$ cat config.mk
export PLATFORM = sky130hd
export DESIGN_NAME = mem_port_arbiter_flat
export DESIGN_NICKNAME = d
export VERILOG_FILES = /design/src/rtl/mem_port_arbiter_if.sv /design/src/rtl/mem_port_arbiter.sv /design/src/flat_wrapper.sv
export SDC_FILE = /design/constraint.sdc
export NUM_CORES = 1
export LEC_CHECK = 0
export BUFFER_PORTS_ARGS = -buffer_cell sky130_fd_sc_hd__buf_2
export CAP_MARGIN = 20
export CELL_PAD_IN_SITES_DETAIL_PLACEMENT = 0
export CELL_PAD_IN_SITES_GLOBAL_PLACEMENT = 2
export CORE_MARGIN = 2
export CORE_UTILIZATION = 29
export CTS_CLUSTER_DIAMETER = 30
export CTS_CLUSTER_SIZE = 25
export DETAILED_ROUTE_END_ITERATION = 7
export PLACE_DENSITY_LB_ADDON = 0.2
export SLEW_MARGIN = 0
export SYNTH_ARGS = -nofsm -noshare
export SYNTH_HDL_FRONTEND = slang
export SYNTH_SLANG_ARGS = --single-unit
$ cat constraint.sdc
create_clock -name clock -period 4.3 [get_ports clock]
set_input_delay 0.43 -clock clock [delete_from_list [all_inputs] [get_ports clock]]
set_output_delay 0.43 -clock clock [all_outputs]
set_load 0.01 [all_outputs]
$ cat src/rtl/mem_port_arbiter_if.sv
// Bus bundle between the fetch/data requesters, the arbiter and the shared memory.
// master = arbiter view, slave = requester/memory environment view.
interface mem_port_arbiter_if #(
  parameter int ADDR_WIDTH = 30,
  parameter int DATA_WIDTH = 32
);
  logic                  InstMem_Read;
  logic [ADDR_WIDTH-1:0] InstMem_Address;
  logic [DATA_WIDTH-1:0] InstMem_Data;
  logic                  InstMem_Ready;
  logic                  DataMem_Read;
  logic                  DataMem_Write;
  logic [ADDR_WIDTH-1:0] DataMem_Address;
  logic [DATA_WIDTH-1:0] DataMem_WriteData;
  logic [3:0]            DataMem_ByteEn;
  logic [DATA_WIDTH-1:0] DataMem_ReadData;
  logic                  DataMem_Ready;
  logic                  MEM_Stall_Controller;
  logic                  Mem_Req;
  logic                  Mem_Write;
  logic [ADDR_WIDTH-1:0] Mem_Address;
  logic [DATA_WIDTH-1:0] Mem_WriteData;
  logic [3:0]            Mem_ByteEn;
  logic [DATA_WIDTH-1:0] Mem_ReadData;
  logic                  Mem_Ack;
  logic                  Bus_Error;

  modport master (
    input  InstMem_Read, InstMem_Address,
    input  DataMem_Read, DataMem_Write, DataMem_Address, DataMem_WriteData, DataMem_ByteEn,
    input  Mem_ReadData, Mem_Ack,
    output InstMem_Data, InstMem_Ready, DataMem_ReadData, DataMem_Ready, MEM_Stall_Controller,
    output Mem_Req, Mem_Write, Mem_Address, Mem_WriteData, Mem_ByteEn, Bus_Error
  );

  modport slave (
    output InstMem_Read, InstMem_Address,
    output DataMem_Read, DataMem_Write, DataMem_Address, DataMem_WriteData, DataMem_ByteEn,
    output Mem_ReadData, Mem_Ack,
    input  InstMem_Data, InstMem_Ready, DataMem_ReadData, DataMem_Ready, MEM_Stall_Controller,
    input  Mem_Req, Mem_Write, Mem_Address, Mem_WriteData, Mem_ByteEn, Bus_Error
  );
endinterface

$ cat src/rtl/mem_port_arbiter.sv
// Single-ported memory arbiter between instruction fetch and data access, one
// transaction at a time, round-robin on ties, with a watchdog on missing acks.
module mem_port_arbiter #(
  parameter int ADDR_WIDTH = 30,
  parameter int DATA_WIDTH = 32,
  parameter int TIMEOUT    = 255
) (
  input logic clock,
  input logic reset,
  mem_port_arbiter_if.master bus
);
  typedef enum logic [1:0] {IDLE, INST_BUSY, DATA_BUSY, DONE} state_t;

  state_t                state;
  logic                  last_grant;  // 1 = data was granted last
  logic [15:0]           wd_cnt;
  logic                  inst_pend, data_pend, grant_data, timeout;
  logic [ADDR_WIDTH-1:0] grant_addr;
  logic [DATA_WIDTH-1:0] rdata_cap;

  assign inst_pend  = bus.InstMem_Read;
  assign data_pend  = bus.DataMem_Read | bus.DataMem_Write;
  assign grant_data = data_pend & (~inst_pend | ~last_grant);
  assign grant_addr = grant_data ? bus.DataMem_Address : bus.InstMem_Address;
  assign timeout    = (wd_cnt == 16'(TIMEOUT - 1));
  // Writes and timed-out transactions return zero to the requester.
  assign rdata_cap  = (bus.Mem_Ack & ~bus.Mem_Write) ? bus.Mem_ReadData : '0;

  assign bus.MEM_Stall_Controller = data_pend & ~bus.DataMem_Ready;

  always_ff @(posedge clock) begin
    if (reset) begin
      state                <= IDLE;
      last_grant           <= 1'b0;
      wd_cnt               <= '0;
      bus.Mem_Req          <= 1'b0;
      bus.Mem_Write        <= 1'b0;
      bus.Mem_Address      <= '0;
      bus.Mem_WriteData    <= '0;
      bus.Mem_ByteEn       <= '0;
      bus.InstMem_Data     <= '0;
      bus.InstMem_Ready    <= 1'b0;
      bus.DataMem_ReadData <= '0;
      bus.DataMem_Ready    <= 1'b0;
      bus.Bus_Error        <= 1'b0;
    end else begin
      bus.InstMem_Ready <= 1'b0;
      bus.DataMem_Ready <= 1'b0;
      bus.Bus_Error     <= 1'b0;
      case (state)
        IDLE: begin
          if (inst_pend | data_pend) begin
            state           <= grant_data ? DATA_BUSY : INST_BUSY;
            last_grant      <= grant_data;
            wd_cnt          <= '0;
            bus.Mem_Req     <= 1'b1;
            bus.Mem_Address <= grant_addr;
            if (grant_data) begin
              bus.Mem_Write     <= bus.DataMem_Write;
              bus.Mem_WriteData <= bus.DataMem_WriteData;
              bus.Mem_ByteEn    <= bus.DataMem_Write ? bus.DataMem_ByteEn : 4'b1111;
            end else begin
              bus.Mem_Write     <= 1'b0;
              bus.Mem_WriteData <= '0;
              bus.Mem_ByteEn    <= 4'b1111;
            end
          end
        end
        INST_BUSY, DATA_BUSY: begin
          // An ack in the timeout cycle still completes normally.
          if (bus.Mem_Ack | timeout) begin
            state         <= DONE;
            bus.Mem_Req   <= 1'b0;
            bus.Bus_Error <= ~bus.Mem_Ack;
            if (state == DATA_BUSY) begin
              bus.DataMem_ReadData <= rdata_cap;
              bus.DataMem_Ready    <= 1'b1;
            end else begin
              bus.InstMem_Data  <= rdata_cap;
              bus.InstMem_Ready <= 1'b1;
            end
          end else begin
            wd_cnt <= wd_cnt + 16'd1;
          end
        end
        default: state <= IDLE;
      endcase
    end
  end
endmodule
$ cat src/flat_wrapper.sv
// flat-port wrapper written by rule: the top's interface ports become plain ports
module mem_port_arbiter_flat 
#(
  parameter int ADDR_WIDTH = 30,
  parameter int DATA_WIDTH = 32,
  parameter int TIMEOUT    = 255
)
  (clock, reset, bus_InstMem_Read, bus_InstMem_Address, bus_DataMem_Read, bus_DataMem_Write, bus_DataMem_Address, bus_DataMem_WriteData, bus_DataMem_ByteEn, bus_Mem_ReadData, bus_Mem_Ack, bus_InstMem_Data, bus_InstMem_Ready, bus_DataMem_ReadData, bus_DataMem_Ready, bus_MEM_Stall_Controller, bus_Mem_Req, bus_Mem_Write, bus_Mem_Address, bus_Mem_WriteData, bus_Mem_ByteEn, bus_Bus_Error);
  mem_port_arbiter_if #(.ADDR_WIDTH(ADDR_WIDTH), .DATA_WIDTH(DATA_WIDTH)) bus_i ();
  input logic clock;
  input logic reset;
  input wire logic [$bits(bus_i.InstMem_Read)-1:0] bus_InstMem_Read;
  input wire logic [$bits(bus_i.InstMem_Address)-1:0] bus_InstMem_Address;
  input wire logic [$bits(bus_i.DataMem_Read)-1:0] bus_DataMem_Read;
  input wire logic [$bits(bus_i.DataMem_Write)-1:0] bus_DataMem_Write;
  input wire logic [$bits(bus_i.DataMem_Address)-1:0] bus_DataMem_Address;
  input wire logic [$bits(bus_i.DataMem_WriteData)-1:0] bus_DataMem_WriteData;
  input wire logic [$bits(bus_i.DataMem_ByteEn)-1:0] bus_DataMem_ByteEn;
  input wire logic [$bits(bus_i.Mem_ReadData)-1:0] bus_Mem_ReadData;
  input wire logic [$bits(bus_i.Mem_Ack)-1:0] bus_Mem_Ack;
  output wire logic [$bits(bus_i.InstMem_Data)-1:0] bus_InstMem_Data;
  output wire logic [$bits(bus_i.InstMem_Ready)-1:0] bus_InstMem_Ready;
  output wire logic [$bits(bus_i.DataMem_ReadData)-1:0] bus_DataMem_ReadData;
  output wire logic [$bits(bus_i.DataMem_Ready)-1:0] bus_DataMem_Ready;
  output wire logic [$bits(bus_i.MEM_Stall_Controller)-1:0] bus_MEM_Stall_Controller;
  output wire logic [$bits(bus_i.Mem_Req)-1:0] bus_Mem_Req;
  output wire logic [$bits(bus_i.Mem_Write)-1:0] bus_Mem_Write;
  output wire logic [$bits(bus_i.Mem_Address)-1:0] bus_Mem_Address;
  output wire logic [$bits(bus_i.Mem_WriteData)-1:0] bus_Mem_WriteData;
  output wire logic [$bits(bus_i.Mem_ByteEn)-1:0] bus_Mem_ByteEn;
  output wire logic [$bits(bus_i.Bus_Error)-1:0] bus_Bus_Error;
  assign bus_i.InstMem_Read = bus_InstMem_Read;
  assign bus_i.InstMem_Address = bus_InstMem_Address;
  assign bus_i.DataMem_Read = bus_DataMem_Read;
  assign bus_i.DataMem_Write = bus_DataMem_Write;
  assign bus_i.DataMem_Address = bus_DataMem_Address;
  assign bus_i.DataMem_WriteData = bus_DataMem_WriteData;
  assign bus_i.DataMem_ByteEn = bus_DataMem_ByteEn;
  assign bus_i.Mem_ReadData = bus_Mem_ReadData;
  assign bus_i.Mem_Ack = bus_Mem_Ack;
  assign bus_InstMem_Data = bus_i.InstMem_Data;
  assign bus_InstMem_Ready = bus_i.InstMem_Ready;
  assign bus_DataMem_ReadData = bus_i.DataMem_ReadData;
  assign bus_DataMem_Ready = bus_i.DataMem_Ready;
  assign bus_MEM_Stall_Controller = bus_i.MEM_Stall_Controller;
  assign bus_Mem_Req = bus_i.Mem_Req;
  assign bus_Mem_Write = bus_i.Mem_Write;
  assign bus_Mem_Address = bus_i.Mem_Address;
  assign bus_Mem_WriteData = bus_i.Mem_WriteData;
  assign bus_Mem_ByteEn = bus_i.Mem_ByteEn;
  assign bus_Bus_Error = bus_i.Bus_Error;
  mem_port_arbiter #(.ADDR_WIDTH(ADDR_WIDTH), .DATA_WIDTH(DATA_WIDTH), .TIMEOUT(TIMEOUT)) u_core (.clock(clock), .reset(reset), .bus(bus_i));
endmodule
==> results.sh, run 1 <==
export IMPL_status="finished, final reports clean"
export IMPL_timing_fmax_mhz=398.0
export IMPL_fin_crit_sh_pct=58.44
export IMPL_start_kind="flop"
export IMPL_synth_most_common_cell="dfxtp_1"
export IMPL_via_count=5872
export IMPL_antenna_left=0
export IMPL_period_needed_ns=2.513
export IMPL_peakVddDrop_uv=275.2
export IMPL_cts_setup_buffers=0
export IMPL_grt_pass1_vias=5521
export IMPL_p_switching_w=0.001861
export IMPL_grt_use_met2_pct=25.02
export IMPL_wirelength_um=19640
export IMPL_pin_count=270
export IMPL_drive_above_1_share_pct=33.75
export IMPL_cts_root_buf="clkbuf_16"
export IMPL_dp_hpwl_um=13780
export IMPL_synth_common_cells="154 x dfxtp_1, 93 x nor2_1, 75 x nand3_1"
export IMPL_die_w_um=151.8
export IMPL_synth_edf_count=0
export IMPL_fin_area_mm2=0.008472
export IMPL_endpoint_kind="flop"
export IMPL_grt_usage_pct=16.69
export IMPL_leakagePower_nw=3.795
export IMPL_synth_flop_cell="dfxtp_1"
export IMPL_port_buffers=269
export IMPL_gp_congestion=0.7217
export IMPL_grt_pass1_wl_um=29990
export IMPL_path_clk_slew_ns=0.07
export IMPL_async_flop_share_pct=0
export IMPL_initial_core_util_pct=29.28
export IMPL_clk_path_buf_depth=2
export IMPL_cts_sinks=154
export IMPL_fillers=2316
export IMPL_yosysUniqueCellTypes=51
export IMPL_synth_cells=709
export IMPL_dieArea_mm2=0.02303
export IMPL_p_total_w=0.004967
export IMPL_htreeDepth=4
export IMPL_max_slew_worst_pin_slew_ns=0.7590
export IMPL_final_max_slew_violation_count=0
export IMPL_antenna_found_initial=4
export IMPL_coreArea_mm2=0.02162
export IMPL_syn_to_final_growth_pct=33.81
export IMPL_first_pass_iters=6
export IMPL_setup_viol=0
export IMPL_dp_cells=1211
export IMPL_cp_required_ns=4.65
export IMPL_synth_cell_area_mm2=0.006331
export IMPL_ys_seq_elements=154
export IMPL_met1_usage_pct=21.79
export IMPL_crit_path_cell_trace="nor4b_4 > nand4_4 > a21oi_4 > buf_4 > nand3_1 > o21ai_1"
export IMPL_crit_family="compound AO/OA/AOI/OAI gates"
export IMPL_drt_iter0_drc=287
export IMPL_hp_start="bus_Mem_ReadData[30]"
export IMPL_yosysTopAreaCellShare_pct=48.70
export IMPL_power_frac_comb_pct=33.3
export IMPL_cts_buffers=17
export IMPL_die_y_um=151.8
export IMPL_cap_violations=0
export IMPL_clkLatencyLatePin_ns=0.42
export IMPL_cp_num_buf_inv=1
export IMPL_min_path_type="in2reg"
export IMPL_gr_total_overflow=0
export IMPL_hold_buffers=0
export IMPL_synthesis_nets=849
export IMPL_wl_per_cell_um=15.79
export IMPL_drcViolationCount=0
export IMPL_fin_skew_ns=0.01154
export IMPL_cts_tree="built"
export IMPL_placementRows=54
export IMPL_via_per_inst=4.720
export IMPL_finalSetupTns_ns=0
export IMPL_netlist_top_cells_area="dfxtp_1 49%, nand2b_1 6.5%, nand3_1 5.9%"
export IMPL_pwr_share_clk_pct=30.4
export IMPL_grt_use_met3_pct=7.186
export IMPL_crit_fanout=33
export IMPL_crit_slowest_cell="a21oi_4"
export IMPL_yosys_warnings=0
export IMPL_stdcell_count=1244
export IMPL_power_density_mw_per_mm2=586.3
export IMPL_grt_start_max_net_pins=81
export IMPL_synth_area_leader_cell="dfxtp_1"
export IMPL_power_frac_seq_pct=36.3
export IMPL_ctsResizeCount=0
export IMPL_dpl_cell_area_mm2=0.007878
export IMPL_max_slew_margin_rel_pct=49.40
export IMPL_internal_power_w=0.003105
export IMPL_fin_nets=1090
export IMPL_critical_path_class="reg2reg"
export IMPL_hold_slack_ns=0.2358
export IMPL_avgSynthCellArea_um2=8.930
export IMPL_slowest_delay_ns=0.68
export IMPL_cp_data_arrival_time_ns=2.86
export IMPL_yosysSeqAreaShare_pct=48.70
export IMPL_rsz0062_at_grt="no"
export IMPL_hold_viol=0
export IMPL_r2r_start="u_core.wd_cnt[2]"
export IMPL_startpoint="u_core.wd_cnt[2]"
export IMPL_p_sw_share_pct=37.48
export IMPL_busiest_layer="met2"
-- cell usage in the layout, fill, tap and decap left out, types with 2 or more instances in the layout --
cell type	instances
buf_2	268
o21ai_0	61
nor4_1	2
inv_8	2
clkbuf_16	17
nand3_1	75
o21ai_1	13
and3_1	3
and2_1	2
dfxtp_1	154
a21oi_1	12
buf_4	10
nor4b_4	2
a211oi_1	33
or4_1	2
o31ai_1	5
inv_6	5
inv_1	5
clkinvlp_4	3
nor2_1	93
clkinv_4	2
nand2_1	15
ha_1	6
a31oi_1	5
nor3_1	8
nand4_1	2
nand2b_1	66
mux2i_1	31
nor3_2	2
a22oi_1	33
-- tightest hold or removal path: cells and delay by family --
family,cells,cell delay (ns)
and+or+nand+nor,1,0.05
buffers and inverters,1,0.09
AOI/OAI and AO/OA,1,0.06
-- logic make-up (layout without fill, tap and decap cells) --
| family | count (synthesis) | after routing | synth area share (%) |
|---|---|---|---|
| flip-flops | 154 | 154 | 48.70 |
| AND/OR/NAND/NOR | 282 | 282 | 23.10 |
| multiplexers | 31 | 31 | 4.901 |
| other | 0 | 1 | 0 |
| AO/OA/AOI/OAI | 174 | 174 | 17.87 |
| adder cells (fa/ha/maj) | 6 | 6 | 1.186 |
| buffers and inverters | 62 | 316 | 4.249 |
-- state kept, by name (all words and copies together) (netlist names) --
name	cells
u_core.bus.InstMem_Data	32
u_core.bus.Bus_Error	1
u_core.bus.Mem_WriteData	32
u_core.bus.Mem_Write	1
u_core.bus.Mem_Req	1
u_core.bus.DataMem_ReadData	32
u_core.bus.DataMem_Ready	1
u_core.bus.InstMem_Ready	1
u_core.bus.Mem_Address	30
u_core.state	2
u_core.bus.Mem_ByteEn	4
u_core.wd_cnt	16
u_core.last_grant	1
-- power by group through the flow --
stage | clock, W | combinational [W] | sequential, W
after global routing | 0.00162 | 0.00187 | 0.00183
after CTS | 0.00156 | 0.00169 | 0.00181
after detailed placement | 0 | 0.00169 | 0.00183
final | 0.00151 | 0.00165 | 0.00180
after global placement | 0 | 0.00170 | 0.00183
after floorplan | 0 | 0.000998 | 0.00193
-- cell type report --
class	instances	area, um^2	share of cell area, %
antenna	1	2.502	0.02954
clock buffer	18	439.2	5.184
clock inverter	14	152.6	1.802
inverter	6	22.52	0.2658
multi-input combinational	493	3005	35.47
sequential	154	3083	36.39
tap	280	350.3	4.135
timing repair buffer	278	1416	16.72
-- path summary, 6_finish.rpt --
check             slack, ns                         endpoint  depth (start not counted)
hold / removal         0.24      u_core.bus.InstMem_Data[30]                          3
setup reg to reg       1.79  u_core.bus.DataMem_ReadData[22]                          6
setup / recovery       1.79  u_core.bus.DataMem_ReadData[22]                          6
hold reg to reg        0.47       u_core.bus.InstMem_Data[9]                          2
-- routing by layer --
layer	up-vias	part of all wire [%]
met2	195	44
li1	2999	-
met3	19	9.3
met1	2653	46
met5	-	0.19
met4	6	1.1
-- stage by stage --
stage | util [%] | setup WS [ns]
2_1_floorplan | - | 2.296
3_3_place_gp | 36.44 | 1.878
3_5_place_dp | 36.44 | 1.809
4_1_cts | 39.17 | 1.767
5_1_grt | 39.18 | 1.545
6_report | 39.18 | 1.787
Power figures use the tool's default switching activity.
==> run 2, diff against run 1 <==
--- a/config.mk
+++ b/config.mk
@@ -5,12 +5,13 @@
 export SDC_FILE = /design/constraint.sdc
 export NUM_CORES = 1
 export LEC_CHECK = 0
+export ABC_AREA = 1
 export BUFFER_PORTS_ARGS = -buffer_cell sky130_fd_sc_hd__buf_2
 export CAP_MARGIN = 20
 export CELL_PAD_IN_SITES_DETAIL_PLACEMENT = 0
 export CELL_PAD_IN_SITES_GLOBAL_PLACEMENT = 2
 export CORE_MARGIN = 2
-export CORE_UTILIZATION = 29
+export CORE_UTILIZATION = 23
 export CTS_CLUSTER_DIAMETER = 30
 export CTS_CLUSTER_SIZE = 25
 export DETAILED_ROUTE_END_ITERATION = 7
==> constraint.sdc (replaced) <==
create_clock -name clock -period 2.2 [get_ports clock]
set_input_delay 0.22 -clock clock [delete_from_list [all_inputs] [get_ports clock]]
set_output_delay 0.22 -clock clock [all_outputs]
set_load 0.01 [all_outputs]
==> run 2 against run 1 <==
  * Sequential power is 110% higher
  * Flip-flop and latch count is the same
  * Combinational power rose by 130%
  * Core utilization fell by 7.5 points
  * Highest routed layer unchanged
==> results.sh, run 2 <==
export IMPL_fin_nets=1309
export IMPL_dp_cells=1528
export IMPL_die_w_um=172.2
export IMPL_hold_viol=0
export IMPL_final_max_slew_violation_count=0
export IMPL_yosysSeqAreaShare_pct=47.39
export IMPL_dp_hpwl_um=16700
export IMPL_placementRows=61
export IMPL_cts_buffers=17
export IMPL_dr_wl_met3_um=2231
export IMPL_place_ws_ns=0.3407
export IMPL_endpoint_kind="flop"
export IMPL_yosysTopAreaCellShare_pct=47.39
export IMPL_die_y_um=172.2
export IMPL_min_path_type="in2reg"
export IMPL_synth_fa_ha_area_share_pct=1.154
export IMPL_max_slew_margin_rel_pct=65.34
export IMPL_synth_compound_area_share_pct=17.16
export IMPL_yosys_warnings=0
export IMPL_period_needed_ns=1.832
export IMPL_synth_cells=915
export IMPL_via_count=6582
export IMPL_reg_top3="u_core.bus.DataMem_ReadData x32, u_core.bus.InstMem_Data x32, u_core.bus.Mem_WriteData x32"
export IMPL_grt_start_max_net_pins=71
export IMPL_drive_above_1_share_pct=29.44
export IMPL_setup_viol=0
export IMPL_met1Wirelength_um=10610
export IMPL_pin_count=270
export IMPL_cp_required_ns=2.52
export IMPL_status="finished, final reports clean"
export IMPL_yosysUniqueCellTypes=28
export IMPL_drt_iter0_drc=290
export IMPL_timing_fmax_mhz=546.0
export IMPL_cts_tree="built"
export IMPL_grt_pass1_vias=6407
export IMPL_synth_area_leader_cell="dfxtp_1"
export IMPL_synth_flop_cell="dfxtp_1"
export IMPL_drcViolationCount=0
export IMPL_synthMuxAreaShare_pct=0
export IMPL_synth_xor_area_share_pct=0.2693
export IMPL_wl_per_cell_um=15.14
export IMPL_finalSetupTns_ns=0
export IMPL_cts_sinks=154
export IMPL_ys_seq_elements=154
export IMPL_stdcell_count=1563
export IMPL_synthesis_nets=1055
export IMPL_grt_pass1_wl_um=35970
export IMPL_path_clk_slew_ns=0.07
export IMPL_first_pass_iters=4
export IMPL_clk_path_buf_depth=2
export IMPL_avgSynthCellArea_um2=7.109
export IMPL_ctsResizeCount=0
export IMPL_synth_cell_area_mm2=0.006505
export IMPL_dr_max_layer_used="met5"
export IMPL_cp_data_arrival_time_ns=2.15
export IMPL_gp_congestion=0.7395
export IMPL_syn_to_final_growth_pct=35.16
export IMPL_synth_most_common_cell="nand2_1"
export IMPL_peakVddDrop_uv=415.8
export IMPL_clkLatencyLatePin_ns=0.43
export IMPL_fin_crit_sh_pct=83.25
export IMPL_grt_usage_pct=15.83
export IMPL_cts_root_buf="clkbuf_16"
export IMPL_wl_met2_um=10520
export IMPL_antenna_found_initial=6
export IMPL_leakagePower_nw=4.205
export IMPL_port_buffers=269
export IMPL_async_flop_share_pct=0
export IMPL_max_slew_worst_pin_slew_ns=0.5192
export IMPL_synth_top_family_by_area="simple AND/OR/NAND/NOR gates"
export IMPL_cap_violations=0
export IMPL_mostFrequentLayoutCell="buf_2"
export IMPL_critical_path_class="reg2reg"
export IMPL_final_cell_mix="269 x buf_2, 210 x nand2_1, 154 x nor2_1, 154 x dfxtp_1, 132 x a21oi_1"
export IMPL_fin_skew_ns=0.01358
export IMPL_synth_common_cells="210 x nand2_1, 154 x dfxtp_1, 154 x nor2_1"
export IMPL_ff2ff_path_depth=10
export IMPL_netlist_top_cells_area="dfxtp_1 47%, nand2_1 12%, a21oi_1 10%"
export IMPL_fin_ws_ns=0.3685
export IMPL_initial_core_util_pct=23.41
export IMPL_dieArea_mm2=0.02964
export IMPL_start_kind="flop"
export IMPL_antenna_left=0
export IMPL_hold_slack_ns=0.03118
export IMPL_gr_total_overflow=0
export IMPL_synth_edf_count=0
export IMPL_crit_fanout=32
export IMPL_rsz0062_at_grt="no"
export IMPL_synth_simple_area_share_pct=25.49
export IMPL_coreArea_mm2=0.02778
export IMPL_hold_buffers=0
export IMPL_wirelength_um=23660
export IMPL_cts_setup_buffers=0
export IMPL_hold_path_cell_count=3
export IMPL_via_per_inst=4.211
export IMPL_htreeDepth=4
export IMPL_power_density_mw_per_mm2=1186
## run 2: worst paths after layout
| kind | from | slack [ns] | end |
|---|---|---|---|
| worst min-delay path | bus_DataMem_Address[29] | 0.03 | u_core.bus.Mem_Address[29] |
| worst max-delay path | u_core.wd_cnt[0] | 0.37 | u_core.bus.InstMem_Data[31] |
| worst min register to register | u_core.bus.Mem_WriteData[5] | 0.46 | u_core.bus.Mem_WriteData[5] |
| worst max register to register | u_core.wd_cnt[0] | 0.37 | u_core.bus.InstMem_Data[31] |
## run 2: final cells by class
type | count | area [um^2]
fill | 3148 | 18990
sequential | 154 | 3083
multi-input combinational | 636 | 2867
timing repair buffer | 291 | 1524
tap | 378 | 473.0
clock buffer | 17 | 425.4
inverter | 69 | 260.3
clock inverter | 15 | 152.6
antenna | 3 | 7.507
## run 2: critical path: stages, from the launching register on
cell      delay, ns
dfxtp_1        0.35
inv_1          0.09
ha_1           0.20
nand2_1        0.07
nor2_2         0.04
nand2_2        0.08
nand2_4        0.09
nand2_4        0.08
clkinv_2       0.40
nor2_1         0.22
nor2_1         0.07
## run 2: per-layer routing
metal  GRT usage [%]  up-vias
met4           4.604        8
met5               0        -
met1           20.17     2896
li1                -     3437
met3           6.477       21
met2           24.55      220
## run 2: cell families after synthesis
| family | after synthesis |
|---|---|
| XOR/XNOR | 2 |
| adder cells (fa/ha/maj) | 6 |
| AO/OA/AOI/OAI | 215 |
| flip-flops | 154 |
| buffers and inverters | 125 |
| AND/OR/NAND/NOR | 413 |
## run 2: report_power, final
part / internal (W) / switching [W] / leakage [nW]
clock network: 0.00160 / 0.00135 / 0.277
registers: 0.00342 / 0.000337 / 1.26
logic: 0.00130 / 0.00242 / 2.67
## run 2: through the flow
step	cell area (um^2)	power [W]	utilization, %
after floorplan	6505	0.006182	-
after global placement	8207	0.007630	29.54
after detailed placement	8207	0.007611	29.54
after CTS	8785	0.01062	31.62
after global routing	8787	0.01126	31.63
final	8792	0.01043	31.65
